`src/rtl/pipe_hazard_ctrl.sv`:
```
// pipe_hazard_ctrl: Y86-64 pipeline stall/bubble sequencer with halt latch and hazard counters
module pipe_hazard_ctrl #(
  parameter int CNT_W = 32
) (
  input  logic             clk_i,
  input  logic             rst_n_i,
  input  logic [3:0]       D_icode_i,
  input  logic [3:0]       d_srcA_i,
  input  logic [3:0]       d_srcB_i,
  input  logic [3:0]       E_icode_i,
  input  logic [3:0]       E_dstM_i,
  input  logic             e_Cnd_i,
  input  logic [3:0]       M_icode_i,
  input  logic [2:0]       m_stat_i,
  input  logic [2:0]       W_stat_i,
  input  logic             dmem_ready_i,
  output logic             F_stall_o,
  output logic             D_stall_o,
  output logic             D_bubble_o,
  output logic             E_stall_o,
  output logic             E_bubble_o,
  output logic             M_stall_o,
  output logic             M_bubble_o,
  output logic             W_stall_o,
  output logic             W_bubble_o,
  output logic             halted_o,
  output logic [1:0]       state_o,
  output logic [CNT_W-1:0] loaduse_cnt_o,
  output logic [CNT_W-1:0] mispred_cnt_o,
  output logic [CNT_W-1:0] ret_cnt_o,
  output logic [CNT_W-1:0] memwait_cnt_o
);
  typedef enum logic [1:0] {RUN = 2'd0, MEM_WAIT = 2'd1, HALTED = 2'd2, ILLEGAL = 2'd3} state_t;
  state_t state_q, state_d;
  logic [CNT_W-1:0] lu_q, mp_q, rt_q, mw_q;
  logic loaduse, mispred, ret, memop, mexc, wexc;
  logic inc_lu, inc_mp, inc_rt, inc_mw;
  assign loaduse = (E_icode_i == 4'h5 || E_icode_i == 4'hB) && E_dstM_i != 4'hF &&
                   (E_dstM_i == d_srcA_i || E_dstM_i == d_srcB_i);
  assign mispred = E_icode_i == 4'h7 && !e_Cnd_i;
  assign ret     = D_icode_i == 4'h9 || E_icode_i == 4'h9 || M_icode_i == 4'h9;
  assign memop   = M_icode_i inside {4'h4, 4'h5, 4'h8, 4'h9, 4'hA, 4'hB};
  assign mexc    = m_stat_i != 3'd1;
  assign wexc    = W_stat_i != 3'd1;
  assign halted_o      = state_q == HALTED;
  assign state_o       = state_q;
  assign loaduse_cnt_o = lu_q;
  assign mispred_cnt_o = mp_q;
  assign ret_cnt_o     = rt_q;
  assign memwait_cnt_o = mw_q;
  // Control outputs, next state and counter strobes; reset forces every register to load a NOP
  always_comb begin
    F_stall_o  = 1'b0;
    D_stall_o  = 1'b0;
    D_bubble_o = 1'b0;
    E_stall_o  = 1'b0;
    E_bubble_o = 1'b0;
    M_stall_o  = 1'b0;
    M_bubble_o = 1'b0;
    W_stall_o  = 1'b0;
    W_bubble_o = 1'b0;
    state_d    = RUN;
    inc_lu     = 1'b0;
    inc_mp     = 1'b0;
    inc_rt     = 1'b0;
    inc_mw     = 1'b0;
    if (!rst_n_i) begin
      D_bubble_o = 1'b1;
      E_bubble_o = 1'b1;
      M_bubble_o = 1'b1;
      W_bubble_o = 1'b1;
    end else if (state_q == HALTED) begin
      F_stall_o = 1'b1;
      D_stall_o = 1'b1;
      E_stall_o = 1'b1;
      M_stall_o = 1'b1;
      W_stall_o = 1'b1;
      state_d   = HALTED;
    end else if (state_q == RUN || state_q == MEM_WAIT) begin
      if (wexc) begin
        W_stall_o  = 1'b1;
        M_bubble_o = 1'b1;
        state_d    = HALTED;
      end else if (memop && !dmem_ready_i) begin
        F_stall_o  = 1'b1;
        D_stall_o  = 1'b1;
        E_stall_o  = 1'b1;
        M_stall_o  = 1'b1;
        W_bubble_o = 1'b1;
        state_d    = MEM_WAIT;
        inc_mw     = 1'b1;
      end else begin
        F_stall_o  = loaduse | ret;
        D_stall_o  = loaduse;
        D_bubble_o = mispred | (ret & ~loaduse);
        E_bubble_o = mispred | loaduse;
        M_bubble_o = mexc;
        inc_lu     = loaduse;
        inc_mp     = mispred;
        inc_rt     = ret & ~loaduse & ~mispred;
      end
    end
  end
  // State register and saturating event counters
  always_ff @(posedge clk_i or negedge rst_n_i) begin
    if (!rst_n_i) begin
      state_q <= RUN;
      lu_q    <= '0;
      mp_q    <= '0;
      rt_q    <= '0;
      mw_q    <= '0;
    end else begin
      state_q <= state_d;
      if (inc_lu && ~&lu_q) lu_q <= lu_q + CNT_W'(1);
      if (inc_mp && ~&mp_q) mp_q <= mp_q + CNT_W'(1);
      if (inc_rt && ~&rt_q) rt_q <= rt_q + CNT_W'(1);
      if (inc_mw && ~&mw_q) mw_q <= mw_q + CNT_W'(1);
    end
  end
endmodule

```
`config.mk`:
```
export PLATFORM = sky130hd
export DESIGN_NAME = pipe_hazard_ctrl
export DESIGN_NICKNAME = d
export VERILOG_FILES = /design/src/rtl/pipe_hazard_ctrl.sv
export SDC_FILE = /design/constraint.sdc
export NUM_CORES = 1
export LEC_CHECK = 0
export BUFFER_PORTS_ARGS = -buffer_cell sky130_fd_sc_hd__buf_4
export CORE_ASPECT_RATIO = 1.25
export CORE_MARGIN = 5
export CORE_UTILIZATION = 49
export CTS_BUF_LIST = sky130_fd_sc_hd__clkbuf_4 sky130_fd_sc_hd__clkbuf_8
export CTS_CLUSTER_DIAMETER = 50
export DETAILED_ROUTE_END_ITERATION = 8
export GPL_TIMING_DRIVEN = 0
export PLACE_DENSITY_LB_ADDON = 0.08
export SLEW_MARGIN = 20
export SYNTH_ARGS = -nofsm -noshare
export SYNTH_HDL_FRONTEND = slang
export SYNTH_SLANG_ARGS = --single-unit
```
`constraint.sdc`:
```
create_clock -name clk_i -period 2.25 [get_ports clk_i]
set_input_delay 0.45 -clock clk_i [delete_from_list [all_inputs] [get_ports clk_i]]
set_output_delay 0.45 -clock clk_i [all_outputs]
set_load 0.02 [all_outputs]
```
* Word-level counts from Yosys, hierarchy flattened
Cells that the tools add are included.
W data, S select, Z words.
** Word-level totals
- Input port bits :: 34
- Output and inout port bits :: 140
- Logic and storage cells :: 116
- Bits in registers :: 130
** Operators by class
- Multiplexer cells :: 57
- Bitwise operators :: 7
- Equal/unequal tests :: 18
- $add $sub $neg :: 4
- Reductions and logical operators :: 25
** Operators with widths (count)
- $add A32 B1 Y32 const B :: 4
- $reduce_and A32 Y1 :: 4
- $mux W1 :: 53
- $eq A4 B4 Y1 const B :: 7
- $eq A4 B3 Y1 const B :: 4
- $eq A4 B4 Y1 :: 2
- $logic_and A1 B1 Y1 :: 8
- $mux W2 :: 4
- $logic_not A1 Y1 :: 6
- $ne A3 B1 Y1 const B :: 2
- $reduce_bool A6 Y1 :: 1
- $logic_or A1 B1 Y1 :: 5
- $ne A4 B4 Y1 const B :: 1
- $or A1 B1 Y1 :: 3
- $and A1 B1 Y1 :: 2
- $eq A2 B1 Y1 const B :: 1
- $eq A2 B2 Y1 const B :: 1
- $logic_not A2 Y1 :: 1
- $not A1 Y1 :: 2

* Logic depth before layout (Yosys ltp)
- Depth in word-level cells :: 13
- Mapped depth :: 9
- Mapped depth without buffers :: 7

* Worst setup path before layout
OpenSTA, ideal clock, no wires.
- Path kind :: register -> register
- Start point :: register state_q[1], in the netlist state_o[1]
- End point :: register mp_q[20], in the netlist mispred_cnt_o[20]
- Library setup time :: 0.130 ns
- Path buffers :: 0
- Data required time :: 2.120 ns
- Clock period less this slack :: 2.385 ns
- Stages on the path, launching flop included :: 7
- Setup slack :: -0.135 ns
- Data arrival time :: 2.255 ns
- Cell sequence :: dfrtp_1 -> or4b_4 -> or4_4 -> nor4_4 -> o21a_4 -> nand4_1 -> xnor2_1
** On the way
- Longest elaborated chain between the ends :: 6
- Elaborated cells between the ends (all ways) :: 8
- Those cells by class :: eq/ne: 2; mux: 3; reduce/logical: 3
** Ends and longest elaborated chain
- start, declared :: line 34 : state_t state_q, state_d;
- start signal, assigned :: line 113 : state_q <= state_d;
- $eq A2 B1 Y1 or $logic_not A2 Y1 (tied branches) :: line 79 : end else if (state_q == RUN || state_q == MEM_WAIT) begin
- $logic_or A1 B1 Y1 :: line 79
- $mux W1 :: line 79
- $mux W1 * :: line 72 : end else if (state_q == HALTED) begin
- $mux W1 * :: line 67 : if (!rst_n_i) begin
- $logic_and A1 B1 Y1 * :: line 115 : if (inc_mp && ~&mp_q) mp_q <= mp_q + CNT_W'(1);
- end signal, assigned :: line 115
- end, declared :: line 35 : logic [CNT_W-1:0] lu_q, mp_q, rt_q, mw_q;
Mark *: on every way between the ends. The rest lies on a longest branch, timed or not.
A chain may end at the register's enable or synchronous reset.

* Final worst setup path
- Start point :: register state_q[1], in the netlist state_o[1]
- End point :: register lu_q[7], in the netlist loaduse_cnt_o[7]
** On the way
- Longest elaborated chain between the ends :: 6
- Elaborated cells between the ends (all ways) :: 8
- Those cells by class :: eq/ne: 2; mux: 3; reduce/logical: 3
** Ends and longest elaborated chain
- $eq A2 B1 Y1 or $logic_not A2 Y1 (tied branches) :: line 79
- $logic_or A1 B1 Y1 :: line 79
- $mux W1 :: line 79
- $mux W1 * :: line 72
- $mux W1 * :: line 67
- $logic_and A1 B1 Y1 * :: line 114 : if (inc_lu && ~&lu_q) lu_q <= lu_q + CNT_W'(1);
- end signal, assigned :: line 114
- end, declared :: line 35
Marks and branches as above.

==> impl_metrics.py <==
metrics = {
    "setup_path": {
        "required_ns": 2.56,
        "path_depth": 7,
        "ff2ff_setup_slack_ns": -0.22,
        "r2r_start": "state_o[1]",
        "path_delay_family": "simple AND/OR/NAND/NOR gates",
        "worst-path-buf-inv": 1,
        "worstPathArrival_ns": 2.78,
        "startpoint_type": "register",
        "critPathLaunch": "state_o[1]",
        "crit_chain": "or4b_4 -> or4_4 -> a211oi_4 -> o21a_4 -> buf_6 -> nand4_1 -> xnor2_1",
        "setup.worst_path.end_class": "register",
        "crit_type": "register to register",
        "r2r-end": "loaduse_cnt_o[7]",
        "critPathMaxFanout": 5,
        "critPathCapture": "loaduse_cnt_o[7]",
        "max_stage_delay_ns": 0.54,
        "slowest_stage": "or4b_4",
        "rr_worst_depth": 7,
    },
    "logic_synthesis": {
        "synth_flop_cell": "dfrtp_1",
        "synth_edf_count": 0,
        "synth_common_cells": "dfrtp_1, xnor2_1, nand3_1, nand2_1, nand4_1",
        "synth_most_common_cell": "dfrtp_1",
        "syn-num-nets": 649,
        "syn_area_per_cell_um2": 10.5,
        "syn-instance-count": 611,
        "netlist-cell-type-count": 50,
        "synth_top_area_cell": "dfrtp_1",
        "synth_area_um2": 6440,
        "yosys.area.top_type_share_pct": 50.5,
        "synth_warnings": 0,
        "synth_area_leaders": "dfrtp_1, xnor2_1, nand4_1",
        "async_reset_ff_share_pct": 100,
        "synth-seq-area-share_pct": 50.5,
        "ys_ff_latch": 130,
    },
    "sta": {
        "slew_viol_final": 0,
        "holdWs_ns": -0.0849,
        "rsz0062_at_grt": "true",
        "hold_viol_final": 63,
        "finalSetupViolCount": 58,
        "fin_crit_ns": 2.47,
        "finClkSkew_ns": 0.0119,
        "worst_pin_slew_ns": 0.503,
        "worst_slack_ns": -0.225,
        "period_share_pct": 110,
        "relSlewSlack_pct": 66.1,
        "fmax_mhz": 404,
    },
    "die": {
        "start_util_pct": 50.4,
        "core_area_um2": 12800,
        "die_area_um2": 15600,
        "die_h_um": 138,
        "io_pins": 174,
        "rows": 46,
        "die_w_um": 113,
    },
    "placed_design": {
        "place_inst": 953,
        "dp_hpwl_um": 12100,
        "gp_congestion": 0.851,
        "io_buffers": 173,
    },
    "power": {
        "total_power_mw": 4.84,
        "ir_drop_mv": 0.347,
        "power.leakage_nw": 4.60,
        "power.density_nw_per_um2": 510,
    },
    "routing": {
        "drcViolationCount": 0,
        "vias": 5645,
        "viasPerCell": 5.55,
        "ant_nets": 0,
        "wl_per_cell_um": 17.8,
        "first_pass_iters": 4,
        "wl_um": 18100,
        "initialDrtViolationCount": 307,
    },
    "clock_network": {
        "cts_buffers": 17,
        "cts_buffer_depth": 2,
        "path_clk_slew_ns": 0.08,
        "cts.sinks": 130,
        "root_buffer": "clkbuf_8",
        "cts_tree": "done",
        "worstSkewPairLatency_ns": 0.43,
        "htreeDepth": 4,
    },
    "global_route": {
        "antenna_found_initial": 0,
        "grt_pass1_vias": 5727,
        "grt_first_pass_wirelength_um": 29100,
        "grt_max_degree": 72,
        "grt-ovfl-total": 0,
        "track_usage_pct": 22.8,
    },
    "hold_path": {
        "hold_class": "input pin to asynchronous set/reset pin",
    },
    "run_status": {
        "violations": "negative hold slack, negative setup slack",
        "outcome": "complete, but fails checks",
    },
    "cells_and_area": {
        "antenna_cells": 0,
        "final_nets": 874,
        "finalNonFillerCells": 1017,
        "fillers": 890,
        "areaGrowthSynthToFinish_pct": 47.4,
        "regArea_um2": 3250,
        "multiInputGateArea_um2": 3730,
        "drive_above_1_share_pct": 41.5,
    },
    "run": {
        "max-cap-violations": 0,
    },
}
## what timing repair did
action                                 4_1_cts  5_1_grt
gates resized for setup                    105       50
buffers inserted                            22       11
pin swaps                                   59       51
gates cloned                                 3        0
endpoints found under the hold margin       63       63
setup endpoints to repair                  118      121
## metrics by stage
stage / utilization (%) / setup TNS (ns) / area [um^2] / hold WS, ns / worst slack (ns)
after floorplan: - / -2.16 / 6480 / 0.154 / -0.127
after global placement: 62.5 / -174.48 / 7990 / 0.477 / -1.77
after detailed placement: 62.8 / -56.89 / 8020 / 0.452 / -0.735
after CTS: 71.9 / -7.25 / 9190 / -0.0249 / -0.208
after global routing: 74.4 / -13.09 / 9500 / -0.0782 / -0.282
final: 74.4 / -6.87 / 9500 / -0.0849 / -0.225
## sequential cells by signal (all words and copies together) (netlist names)
| name | cells |
|---|---|
| loaduse_cnt_o | 32 |
| memwait_cnt_o | 32 |
| mispred_cnt_o | 32 |
| state_o | 2 |
| ret_cnt_o | 32 |
## cells by family after synthesis
kind of cell             Yosys count  synth area share (%)
XOR/XNOR                         129                  17.5
multiplexers                       5                 0.874
AND/OR/NAND/NOR                  296                  25.7
AO/OA/AOI/OAI                     22                  2.80
flip-flops                       130                  50.5
adder cells (fa/ha/maj)            4                 0.777
buffers and inverters             25                  1.82
## how the worst min path moves through the flow
stage / slack [ns] / cells after the start / end
4_1_cts: -0.02 / 1 / ret_cnt_o[7]
3_5_place_dp: 0.45 / 1 / ret_cnt_o[7]
5_1_grt: -0.08 / 1 / ret_cnt_o[21]
6_report: -0.08 / 1 / ret_cnt_o[10]
3_3_place_gp: 0.48 / 1 / mispred_cnt_o[27]
2_1_floorplan: 0.15 / 0 / loaduse_cnt_o[0]
## routing by layer
| metal | up-vias | track usage (%) | wire length (um) |
|---|---|---|---|
| met3 | 38 | 5.63 | 1140 |
| met2 | 184 | 38.7 | 9310 |
| met5 | - | 0 | 0 |
| li1 | 2618 | - | - |
| met1 | 2805 | 27.5 | 7180 |
| met4 | 0 | 9.49 | 497 |
## placed cells by master, fill, tap and decap left out, drive strengths merged, types with 5 or more instances in the layout
cell type | netlist | layout
and2 | 9 | 9
and3 | 22 | 22
and4 | 14 | 14
buf | 7 | 217
clkbuf | 4 | 18
clkinv | 0 | 7
dfrtp | 130 | 130
inv | 14 | 14
mux2 | 5 | 5
nand2 | 54 | 54
nand3 | 60 | 60
nand4 | 52 | 52
nor2 | 32 | 32
nor3 | 14 | 14
nor4 | 15 | 15
xnor2 | 97 | 97
xor2 | 32 | 32
## final cells by class
cell class	count	share of cell area [%]
tap	168	2.21
inverter	14	0.553
timing repair buffer	210	18.3
sequential	130	34.3
clock buffer	18	2.54
clock inverter	14	1.99
multi-input combinational	456	39.2
buffer	7	0.961
## power by group
part | internal, mW | switching [mW] | leakage [nW] | total [mW]
Combinational | 0.138 | 0.165 | 2.60 | 0.303
Sequential | 2.35 | 0.0192 | 1.79 | 2.37
Clock | 1.22 | 0.956 | 0.212 | 2.17
Note: power is estimated with default switching activity, not from simulation.
